<file path="config.mk">
export PLATFORM = sky130hd
export DESIGN_NAME = cpu_run_monitor_flat
export DESIGN_NICKNAME = d
export VERILOG_FILES = /design/src/rtl/cpu_run_monitor_if.sv /design/src/rtl/cpu_run_monitor.sv /design/src/flat_wrapper.sv
export SDC_FILE = /design/constraint.sdc
export NUM_CORES = 1
export LEC_CHECK = 0
export BUFFER_PORTS_ARGS = -buffer_cell sky130_fd_sc_hd__buf_4
export CAP_MARGIN = 20
export CORE_UTILIZATION = 55
export CTS_CLUSTER_SIZE = 30
export DETAILED_ROUTE_END_ITERATION = 10
export PLACE_DENSITY_LB_ADDON = 0.05
export SETUP_SLACK_MARGIN = 0.15
export SLEW_MARGIN = 0
export SYNTH_ARGS = -nofsm -noshare
export SYNTH_HDL_FRONTEND = slang
export SYNTH_SLANG_ARGS = --single-unit
</file>
<file path="constraint.sdc">
create_clock -name clk -period 7.05 [get_ports clk]
set_input_delay 0.705 -clock clk [delete_from_list [all_inputs] [get_ports clk]]
set_output_delay 0.705 -clock clk [all_outputs]
set_load 0.02 [all_outputs]
</file>
<file path="src/rtl/cpu_run_monitor_if.sv">
// Purpose: self-check RAM read bus shared by the data RAM and the expected-image RAM.
// Ports:
//   chk_r_addr  byte address presented to both RAM read ports
//   chk_r_enb   read enable for both RAMs
//   chk_r_dat   data RAM read data (1-cycle latency)
//   exp_r_dat   expected RAM read data (1-cycle latency)
// master = cpu_run_monitor, slave = RAM side.
interface cpu_run_monitor_if #(
    parameter int unsigned ADDR_WIDTH = 12,
    parameter int unsigned DATA_WIDTH = 32
) ();
    logic [ADDR_WIDTH-1:0] chk_r_addr;
    logic                  chk_r_enb;
    logic [DATA_WIDTH-1:0] chk_r_dat;
    logic [DATA_WIDTH-1:0] exp_r_dat;

    modport master (
        output chk_r_addr,
        output chk_r_enb,
        input  chk_r_dat,
        input  exp_r_dat
    );

    modport slave (
        input  chk_r_addr,
        input  chk_r_enb,
        output chk_r_dat,
        output exp_r_dat
    );
endinterface

</file>
<file path="src/rtl/cpu_run_monitor.sv">
// Purpose: run control and on-chip self-check for the RV32I core. Holds the core
// stalled until start, releases it, detects halt (PC stops advancing) or cycle
// timeout, then compares a window of data RAM against an expected-image RAM.
// Ports:
//   clk, rst        clock (rising edge), asynchronous active-low reset
//   start           one-cycle pulse starting a run (accepted in IDLE/DONE only)
//   pc              core program counter
//   pc_stall        1 = core held
//   chk             RAM read bus (address/enable out, both read data in)
//   busy, done      in RUN/SCAN, in DONE
//   pass            no mismatches and no timeout (valid with done)
//   timeout         run hit MAX_CYCLES
//   err_count       saturating mismatch count
//   first_err_addr  byte address of the first mismatch
//   cycle_count     saturating count of run cycles
module cpu_run_monitor #(
    parameter int unsigned ADDR_WIDTH  = 12,
    parameter int unsigned DATA_WIDTH  = 32,
    parameter int unsigned MAX_CYCLES  = 1000,
    parameter int unsigned HALT_STABLE = 1,
    parameter int unsigned CHECK_BASE  = 0,
    parameter int unsigned CHECK_WORDS = 1024,
    parameter int unsigned CNT_WIDTH   = 16
) (
    input  logic                  clk,
    input  logic                  rst,
    input  logic                  start,
    input  logic [DATA_WIDTH-1:0] pc,
    output logic                  pc_stall,
    cpu_run_monitor_if.master     chk,
    output logic                  busy,
    output logic                  done,
    output logic                  pass,
    output logic                  timeout,
    output logic [CNT_WIDTH-1:0]  err_count,
    output logic [ADDR_WIDTH-1:0] first_err_addr,
    output logic [CNT_WIDTH-1:0]  cycle_count
);

    localparam int unsigned STB_W = $clog2(HALT_STABLE + 1);
    localparam int unsigned IDX_W = (CHECK_WORDS > 1) ? $clog2(CHECK_WORDS) : 1;

    typedef enum logic [1:0] {
        IDLE = 2'd0,
        RUN  = 2'd1,
        SCAN = 2'd2,
        DONE = 2'd3
    } state_t;

    state_t                state_q, state_d;
    logic [DATA_WIDTH-1:0] pc_q, pc_d;
    logic                  pc_valid_q, pc_valid_d;
    logic [STB_W-1:0]      stable_q, stable_d;
    logic [CNT_WIDTH-1:0]  cycle_q, cycle_d;
    logic                  timeout_q, timeout_d;
    logic [CNT_WIDTH-1:0]  err_q, err_d;
    logic [ADDR_WIDTH-1:0] first_err_q, first_err_d;
    logic [IDX_W-1:0]      idx_q, idx_d;
    logic [ADDR_WIDTH-1:0] chk_r_addr_q, chk_r_addr_d;
    logic                  chk_r_enb_q, chk_r_enb_d;
    logic                  cmp_valid_q, cmp_valid_d;
    logic                  cmp_last_q, cmp_last_d;
    logic [ADDR_WIDTH-1:0] cmp_addr_q, cmp_addr_d;
    logic                  pc_stall_q, pc_stall_d;
    logic                  busy_q, busy_d;
    logic                  done_q, done_d;
    logic                  pass_q, pass_d;
    logic                  mismatch_c;
    logic                  issue_last_c;

    // RAM data arriving this cycle belongs to the address issued last cycle
    assign mismatch_c   = cmp_valid_q && (chk.chk_r_dat != chk.exp_r_dat);
    assign issue_last_c = (idx_q == IDX_W'(CHECK_WORDS - 1));

    // Next-state and next-output logic
    always_comb begin
        state_d      = state_q;
        pc_d         = pc_q;
        pc_valid_d   = pc_valid_q;
        stable_d     = stable_q;
        cycle_d      = cycle_q;
        timeout_d    = timeout_q;
        err_d        = err_q;
        first_err_d  = first_err_q;
        idx_d        = idx_q;
        chk_r_addr_d = chk_r_addr_q;
        chk_r_enb_d  = 1'b0;
        cmp_valid_d  = 1'b0;
        cmp_last_d   = 1'b0;
        cmp_addr_d   = cmp_addr_q;

        case (state_q)
            IDLE, DONE: begin
                if (start) begin
                    state_d     = RUN;
                    pc_valid_d  = 1'b0;
                    stable_d    = '0;
                    cycle_d     = '0;
                    timeout_d   = 1'b0;
                    err_d       = '0;
                    first_err_d = '0;
                end
            end

            RUN: begin
                cycle_d    = (cycle_q == '1) ? cycle_q : cycle_q + CNT_WIDTH'(1);
                pc_d       = pc;
                pc_valid_d = 1'b1;
                if (pc_valid_q && (pc == pc_q)) begin
                    stable_d = stable_q + STB_W'(1);
                end else begin
                    stable_d = '0;
                end
                // Halt has priority over a timeout qualifying in the same cycle
                if (stable_d == STB_W'(HALT_STABLE)) begin
                    state_d = SCAN;
                end else if (32'(cycle_d) >= MAX_CYCLES) begin
                    state_d   = SCAN;
                    timeout_d = 1'b1;
                end
                if (state_d == SCAN) begin
                    idx_d        = '0;
                    chk_r_addr_d = ADDR_WIDTH'(CHECK_BASE);
                    chk_r_enb_d  = 1'b1;
                end
            end

            SCAN: begin
                // Issue stage
                cmp_valid_d = chk_r_enb_q;
                cmp_last_d  = chk_r_enb_q && issue_last_c;
                cmp_addr_d  = chk_r_addr_q;
                if (chk_r_enb_q && !issue_last_c) begin
                    idx_d        = idx_q + IDX_W'(1);
                    chk_r_addr_d = chk_r_addr_q + ADDR_WIDTH'(4);
                    chk_r_enb_d  = 1'b1;
                end
                // Compare stage; err_q == 0 marks the first mismatch
                if (mismatch_c) begin
                    err_d = (err_q == '1) ? err_q : err_q + CNT_WIDTH'(1);
                    if (err_q == '0) begin
                        first_err_d = cmp_addr_q;
                    end
                end
                if (cmp_valid_q && cmp_last_q) begin
                    state_d = DONE;
                end
            end

            default: state_d = IDLE;
        endcase

        pc_stall_d = (state_d != RUN);
        busy_d     = (state_d == RUN) || (state_d == SCAN);
        done_d     = (state_d == DONE);
        pass_d     = (state_d == DONE) && (err_d == '0) && !timeout_d;
    end

    // State and output registers
    always_ff @(posedge clk or negedge rst) begin
        if (!rst) begin
            state_q      <= IDLE;
            pc_q         <= '0;
            pc_valid_q   <= 1'b0;
            stable_q     <= '0;
            cycle_q      <= '0;
            timeout_q    <= 1'b0;
            err_q        <= '0;
            first_err_q  <= '0;
            idx_q        <= '0;
            chk_r_addr_q <= '0;
            chk_r_enb_q  <= 1'b0;
            cmp_valid_q  <= 1'b0;
            cmp_last_q   <= 1'b0;
            cmp_addr_q   <= '0;
            pc_stall_q   <= 1'b1;
            busy_q       <= 1'b0;
            done_q       <= 1'b0;
            pass_q       <= 1'b0;
        end else begin
            state_q      <= state_d;
            pc_q         <= pc_d;
            pc_valid_q   <= pc_valid_d;
            stable_q     <= stable_d;
            cycle_q      <= cycle_d;
            timeout_q    <= timeout_d;
            err_q        <= err_d;
            first_err_q  <= first_err_d;
            idx_q        <= idx_d;
            chk_r_addr_q <= chk_r_addr_d;
            chk_r_enb_q  <= chk_r_enb_d;
            cmp_valid_q  <= cmp_valid_d;
            cmp_last_q   <= cmp_last_d;
            cmp_addr_q   <= cmp_addr_d;
            pc_stall_q   <= pc_stall_d;
            busy_q       <= busy_d;
            done_q       <= done_d;
            pass_q       <= pass_d;
        end
    end

    assign pc_stall       = pc_stall_q;
    assign chk.chk_r_addr = chk_r_addr_q;
    assign chk.chk_r_enb  = chk_r_enb_q;
    assign busy           = busy_q;
    assign done           = done_q;
    assign pass           = pass_q;
    assign timeout        = timeout_q;
    assign err_count      = err_q;
    assign first_err_addr = first_err_q;
    assign cycle_count    = cycle_q;

endmodule

</file>
<file path="src/flat_wrapper.sv">
// flat-port wrapper written by rule: the top's interface ports become plain ports
module cpu_run_monitor_flat 
#(
    parameter int unsigned ADDR_WIDTH  = 12,
    parameter int unsigned DATA_WIDTH  = 32,
    parameter int unsigned MAX_CYCLES  = 1000,
    parameter int unsigned HALT_STABLE = 1,
    parameter int unsigned CHECK_BASE  = 0,
    parameter int unsigned CHECK_WORDS = 1024,
    parameter int unsigned CNT_WIDTH   = 16
)
  (clk, rst, start, pc, pc_stall, busy, done, pass, timeout, err_count, first_err_addr, cycle_count, chk_chk_r_addr, chk_chk_r_enb, chk_chk_r_dat, chk_exp_r_dat);
  cpu_run_monitor_if #(.ADDR_WIDTH(ADDR_WIDTH), .DATA_WIDTH(DATA_WIDTH)) chk_i ();
  input  logic clk;
  input  logic rst;
  input  logic start;
  input  logic [DATA_WIDTH-1:0] pc;
  output logic pc_stall;
  output logic busy;
  output logic done;
  output logic pass;
  output logic timeout;
  output logic [CNT_WIDTH-1:0] err_count;
  output logic [ADDR_WIDTH-1:0] first_err_addr;
  output logic [CNT_WIDTH-1:0] cycle_count;
  output wire logic [$bits(chk_i.chk_r_addr)-1:0] chk_chk_r_addr;
  output wire logic [$bits(chk_i.chk_r_enb)-1:0] chk_chk_r_enb;
  input wire logic [$bits(chk_i.chk_r_dat)-1:0] chk_chk_r_dat;
  input wire logic [$bits(chk_i.exp_r_dat)-1:0] chk_exp_r_dat;
  assign chk_chk_r_addr = chk_i.chk_r_addr;
  assign chk_chk_r_enb = chk_i.chk_r_enb;
  assign chk_i.chk_r_dat = chk_chk_r_dat;
  assign chk_i.exp_r_dat = chk_exp_r_dat;
  cpu_run_monitor #(.ADDR_WIDTH(ADDR_WIDTH), .DATA_WIDTH(DATA_WIDTH), .MAX_CYCLES(MAX_CYCLES), .HALT_STABLE(HALT_STABLE), .CHECK_BASE(CHECK_BASE), .CHECK_WORDS(CHECK_WORDS), .CNT_WIDTH(CNT_WIDTH)) u_core (.clk(clk), .rst(rst), .start(start), .pc(pc), .pc_stall(pc_stall), .chk(chk_i), .busy(busy), .done(done), .pass(pass), .timeout(timeout), .err_count(err_count), .first_err_addr(first_err_addr), .cycle_count(cycle_count));
endmodule
</file>
* Word-level counts from Yosys, hierarchy flattened
Index checks and enable logic that the tools add are counted.
Widths: inputs -> output; s select.
** Cells by class
- Add/sub/neg operators :: 5
- Multiply operators :: 0
- Div/mod/pow operators :: 0
- Magnitude comparators :: 1
- Equality and inequality tests :: 18
- Shifts and indexed selects :: 0
- Muxes and demuxes :: 37
- Bitwise operators :: 0
- Reductions and logical operators :: 20
** Operators by type and width (number)
- $mux 16 :: 5
- $pmux 16 s2 :: 2
- $mux 12 :: 5
- $pmux 12 s2 :: 2
- $add 16x1->16 const B :: 2
- $eq 16x16->1 const B :: 2
- $eq 32x32->1 :: 1
- $logic_not 16->1 :: 2
- $ne 32x32->1 :: 1
- $mux 10 :: 2
- $pmux 10 s2 :: 1
- $ge 16x10->1 const B :: 1
- $add 12x3->12 const B :: 1
- $add 10x1->10 const B :: 1
- $eq 10x10->1 const B :: 1
- $eq 2x2->1 const B :: 5
- $mux 1 :: 10
- $mux 2 :: 5
- $ne 2x1->1 const B :: 5
- $pmux 1 s2 :: 4
- $logic_and 1x1->1 :: 7
- $pmux 2 s3 :: 1
- $reduce_bool 2->1 :: 3
- $eq 2x1->1 const B :: 2
- 9 further kinds :: 10
** Storage, ports and cells
- Register bits after elaboration :: 122
- Latch bits :: 0
- Memory bits (writable) :: 0
- ROM bits :: 0
- Bits of input ports :: 99
- Output and inout bits :: 62
- Word-level logic and storage cells :: 99
- Memories :: 0

* Longest topological paths before layout
- Depth after elaboration :: 10
- Depth in mapped cells :: 17
- Gate-level depth less buffers :: 16

* Worst setup path after synthesis
OpenSTA, ideal clock, no wires.
- Path kind :: flip-flop to flip-flop
- From :: register u_core.cycle_q[6], in the netlist u_core.cycle_count[6]
- To :: register u_core.pass_q, in the netlist u_core.pass
- Setup time :: 0.101 ns
- Arrival :: 3.709 ns
- Data required time :: 6.949 ns
- Path slack :: 3.240 ns
- Cell stages (with the launch flop) :: 17
- Buffers on the path :: 2
- Period minus slack after synthesis :: 3.810 ns
- Path through :: dfrtp_1 -> buf_2 -> and4_1 -> buf_4 -> nand4_1 -> or4b_1 -> a311oi_2 -> o211ai_2 -> nand2b_1 -> o32ai_1 -> ha_1 -> nand3_1 -> a2111oi_0 -> a211oi_1 -> a211oi_1 -> o2111ai_1 -> nor4_1
** On the way
- Word-level cells in the longest chain between the ends :: 10
- Elaborated cells on any way between the ends :: 15
- Classes of those cells :: add/sub: 1; order compare: 1; eq/ne: 2; mux: 8; reduce/logical: 3
** Ends and longest elaborated chain
- start: declaration :: RTL line cpu_run_monitor.sv:54 : logic [CNT_WIDTH-1:0] cycle_q, cycle_d;
- start signal: assignment :: RTL line cpu_run_monitor.sv:185 : cycle_q <= cycle_d;
- $add 16x1->16 or $eq 16x16->1 (tied branches) :: RTL line cpu_run_monitor.sv:106 : cycle_d = (cycle_q == '1) ? cycle_q : cycle_q + CNT_WIDTH'(1);
- $mux 16 * :: RTL line cpu_run_monitor.sv:106
- $ge 16x10->1 * :: RTL line cpu_run_monitor.sv:117 : end else if (32'(cycle_d) >= MAX_CYCLES) begin
- $mux 2 * :: RTL line cpu_run_monitor.sv:117
- $mux 2 * :: RTL line cpu_run_monitor.sv:115 : if (stable_d == STB_W'(HALT_STABLE)) begin
- $mux 2 * :: RTL line cpu_run_monitor.sv:92 : case (state_q)
- $pmux 2 s3 * :: RTL line cpu_run_monitor.sv:92
- named net u_core.state_d[0] :: RTL line cpu_run_monitor.sv:50 : state_t state_q, state_d;
- $eq 2x2->1 *
- named net u_core.done_d :: RTL line cpu_run_monitor.sv:66 : logic done_q, done_d;
- $logic_and 1x1->1 * (2 in a row) :: RTL line cpu_run_monitor.sv:156 : pass_d = (state_d == DONE) && (err_d == '0) && !timeout_d;
- named net u_core.pass_d :: RTL line cpu_run_monitor.sv:67 : logic pass_q, pass_d;
- end signal: assignment :: RTL line cpu_run_monitor.sv:198 : pass_q <= pass_d;
- end: declaration :: RTL line cpu_run_monitor.sv:67
The timed path passes the listed nets; every way through them passes the cells marked *. The select of a mux whose other input is x is not followed.
A chain may end at the register's enable or synchronous reset.

* Worst setup path in the final report
- From :: register u_core.cycle_q[0], in the netlist u_core.cycle_count[0]
- To :: register u_core.pass_q, in the netlist u_core.pass
The elaborated chain is that of the path after synthesis.

==> results_dict.tcl <==
set metrics [dict create \
    yosysMostFrequentCell "dfrtp_1" \
    intPower_mw 1.43 \
    hold_viol_final 0 \
    period_needed_ns 4.59 \
    slew_viol_final 0 \
    core_sq_um 12000 \
    area_growth_pct 27.5 \
    drive_gt1_share_pct 27.8 \
    ys_async_sr_fraction_pct 100 \
    cts_tree "done" \
    viasPerCell 6.03 \
    hpwlAfterDp_mm 12.4 \
    hold_path.class "in2async" \
    max-vdd-ir-drop_v 0.000209 \
    htree_levels 4 \
    p_leak_nw 3.91 \
    place.gp.congestion 0.917 \
    power.density_nw_per_um2 225 \
    cts_max_path_buffers 2 \
    synthCells 708 \
    reg2regPathDepth 15 \
    crit_chain "ha_1 > nand4_1 > nor4_1 > nor3_1 > a21oi_1 > o211ai_2 > nand2b_1 > o32ai_1 > ha_1 > nand3_1 > a2111oi_0 > a211oi_1 > a211oi_1 > o2111ai_1 > nor4_1" \
    port_buffers 156 \
    start_kind "register" \
    critPathBufInv 0 \
    setup_viol 0 \
    nNetsFinal 966 \
    synth_area_leaders "dfrtp_1 42%, mux2_2 6.0%, xor2_1 4.5%" \
    outcome "complete, no violations" \
    crit_family "compound AO/OA/AOI/OAI gates" \
    synth_ff_type "dfrtp_1" \
    crit_path_end "u_core.pass" \
    cp.required_ns 7.36 \
    critPathArrivalTime_ns 4.90 \
    synth_mux_area_share_pct 7.16 \
    critPathLaunch "u_core.cycle_count[0]" \
    critPathKind "reg2reg" \
    synth_top_family_by_area "simple AND/OR/NAND/NOR gates" \
    grt_pass1_vias 6003 \
    drt_iter0_drc 474 \
    clock_latency_ns 0.41 \
    finalCritPeriodShare_pct 65.1 \
    cpPeakStageDelay_ns 0.69 \
    die_x_um 113 \
    rows 40 \
    grt_util_all_layers_pct 28.6 \
    reg2reg_slack_ns 2.46 \
    p_seq_share_pct 38.1 \
    synth_compound_area_share_pct 14.1 \
    fin_setup_tns_ns 0 \
    synth_cell_types 65 \
    yosysTopAreaCell "dfrtp_1" \
    n_antenna_cell 0 \
    worstPathMaxFanout 12 \
    yosys_register_bits 116 \
    cts_root_buffer "clkbuf_16" \
    timing.rr.start "u_core.cycle_count[0]" \
    seq_area_frac_synth_pct 42.8 \
    synth_common_cells "115 x dfrtp_1, 77 x nand2_1, 46 x o21ai_0, 45 x nor2_1" \
    synth.avg_cell_area_sq_um 9.57 \
    postCtsResizedCells 0 \
    antenna_found_initial 0 \
    cts_buffers 17 \
    power_frac_clock_pct 47.0 \
    critPathSlowestCell "nor4_1" \
    worst_slew_pin_slew_ns 1.09 \
    p_comb_share_pct 14.9 \
    synth_edf_count 0 \
    cap_violations 0 \
    vias 6142 \
    cp.depth 15 \
    slew_headroom_pct 27.2 \
    crit_path_end_kind "register" \
    dieArea_sq_um 12800 \
    synthesis.area_sq_um 6780 \
    netlist.area_leader.share_pct 42.5 \
    postRouteAntennaNets 0 \
    postCtsHoldBufs 0 \
    synthSimpleGateAreaFrac_pct 21.8 \
    drt-pass1-iter-count 6 \
    die_h_um 113 \
    synthAdderAreaFrac_pct 1.66 \
    synthXorXnorAreaFrac_pct 8.53 \
    power.switching_uw 516 \
    rsz0062_at_grt "no" \
    grt_overflow_total 0 \
    sw_frac_of_total_pct 26.5 \
    start_util_pct 56.4 \
    clkTransAtPathRegs_ns 0.06 \
    reg2reg_to "u_core.pass" \
    synth_warnings 0 \
    wl_mm 17.7 \
    drc 0 \
    postCtsSetupBuffers 0 \
    routedWlPerCell_um 17.4 \
    numClockSinks 116 \
    grt_max_degree 61 \
    skew_ns 0.00753 \
    grt_pass1_wl_mm 29.0 \
    fmax_mhz 218 \
    whs_ns 0.372 \
    io_pins 161 \
]
how the worst min path moves through the flow:
| stage | from | endpoint | depth (start not counted) |
|---|---|---|---|
| after global routing | rst | u_core.err_count[0] | 1 |
| after CTS | rst | u_core.err_count[0] | 1 |
| after global placement | u_core.stable_q | u_core.stable_q | 2 |
| after detailed placement | u_core.cmp_addr_q[10] | u_core.first_err_addr[10] | 1 |
| final | rst | u_core.err_count[0] | 1 |
| after floorplan | rst | u_core.busy | 0 |
power groups by stage:
stage               combinational (mW)  clock, mW  sequential [mW]
floorplan                        0.157          0            0.759
CTS                              0.291      0.925            0.741
global placement                 0.279          0            0.748
detailed placement               0.289          0            0.752
global route                     0.318      0.949            0.747
finish                           0.290      0.916            0.742
metal layers:
| metal | GRT usage [%] | vias up | routed length, um |
|---|---|---|---|
| met5 | 0 | - | 0 |
| met1 | 36.2 | 2990 | 7490 |
| met2 | 48.5 | 231 | 8860 |
| met3 | 6.11 | 25 | 1050 |
| met4 | 10.5 | 0 | 285 |
| li1 | - | 2896 | - |
logic make-up (layout without fill, tap and decap cells):
kind of cell    after synthesis  after routing
simple gates                281            281
other cells                   1              4
xor+xnor                     66             66
compound gates              136            136
fa+ha+maj                     9              9
buf+inv                      55            215
mux                          44             44
flops                       116            116
stage by stage:
stage / power [mW] / setup WS (ns) / cells / util [%] / instance area, sq um
floorplan: 0.916 / 3.24 / 711 / - / 6790
global placement: 1.03 / 2.93 / 983 / 66.5 / 7990
detailed placement: 1.04 / 2.55 / 985 / 66.6 / 8000
CTS: 1.96 / 2.52 / 1017 / 71.9 / 8630
global route: 2.01 / 2.00 / 1018 / 71.9 / 8640
finish: 1.95 / 2.46 / 1018 / 71.9 / 8640
sequential cells by signal, summed over array words and instances, names as in the netlist, 2 cells and up:
name / cells
u_core.pc_q: 32
u_core.idx_q: 10
u_core.err_count: 16
u_core.chk.chk_r_addr: 10
u_core.cmp_addr_q: 10
u_core.first_err_addr: 10
u_core.state_q: 2
u_core.cycle_count: 16
layout by cell type (no fill, tap or decap), types with 5 or more instances in the layout:
| master | synthesis | layout |
|---|---|---|
| buf_4 | 7 | 161 |
| dfrtp_1 | 115 | 115 |
| nand2_1 | 77 | 77 |
| o21ai_0 | 46 | 46 |
| nor2_1 | 45 | 45 |
| nand3_1 | 36 | 36 |
| mux2_2 | 36 | 36 |
| xor2_1 | 35 | 35 |
| xnor2_1 | 31 | 31 |
| nand4_1 | 25 | 25 |
| inv_1 | 21 | 21 |
| nor4_1 | 19 | 19 |
| clkbuf_16 | 0 | 17 |
| and3_1 | 13 | 13 |
| nor3_1 | 12 | 12 |
| a21oi_1 | 12 | 12 |
| a22o_1 | 11 | 11 |
| a211o_1 | 9 | 9 |
| and2_1 | 8 | 8 |
| mux2i_1 | 8 | 8 |
| ha_1 | 9 | 8 |
| and4_1 | 7 | 7 |
| a31oi_1 | 6 | 6 |
| nor4bb_1 | 6 | 6 |
| nand2b_1 | 5 | 5 |
| or4_1 | 5 | 5 |
| or3_1 | 5 | 5 |
| o211ai_1 | 5 | 5 |
| o21ai_1 | 5 | 5 |
| o22a_1 | 5 | 5 |
| clkinv_4 | 0 | 5 |
area by class of cell:
| cell class | instances | area [sq um] |
|---|---|---|
| well taps | 147 | 184 |
| flip-flops and latches | 116 | 2900 |
| fillers | 940 | 3370 |
| multi-input cells | 540 | 3630 |
| inverters | 21 | 78.8 |
| clock inverters | 15 | 206 |
| clock buffers | 17 | 425 |
| repair buffers | 162 | 1210 |
(Power assumes the default switching activity.)
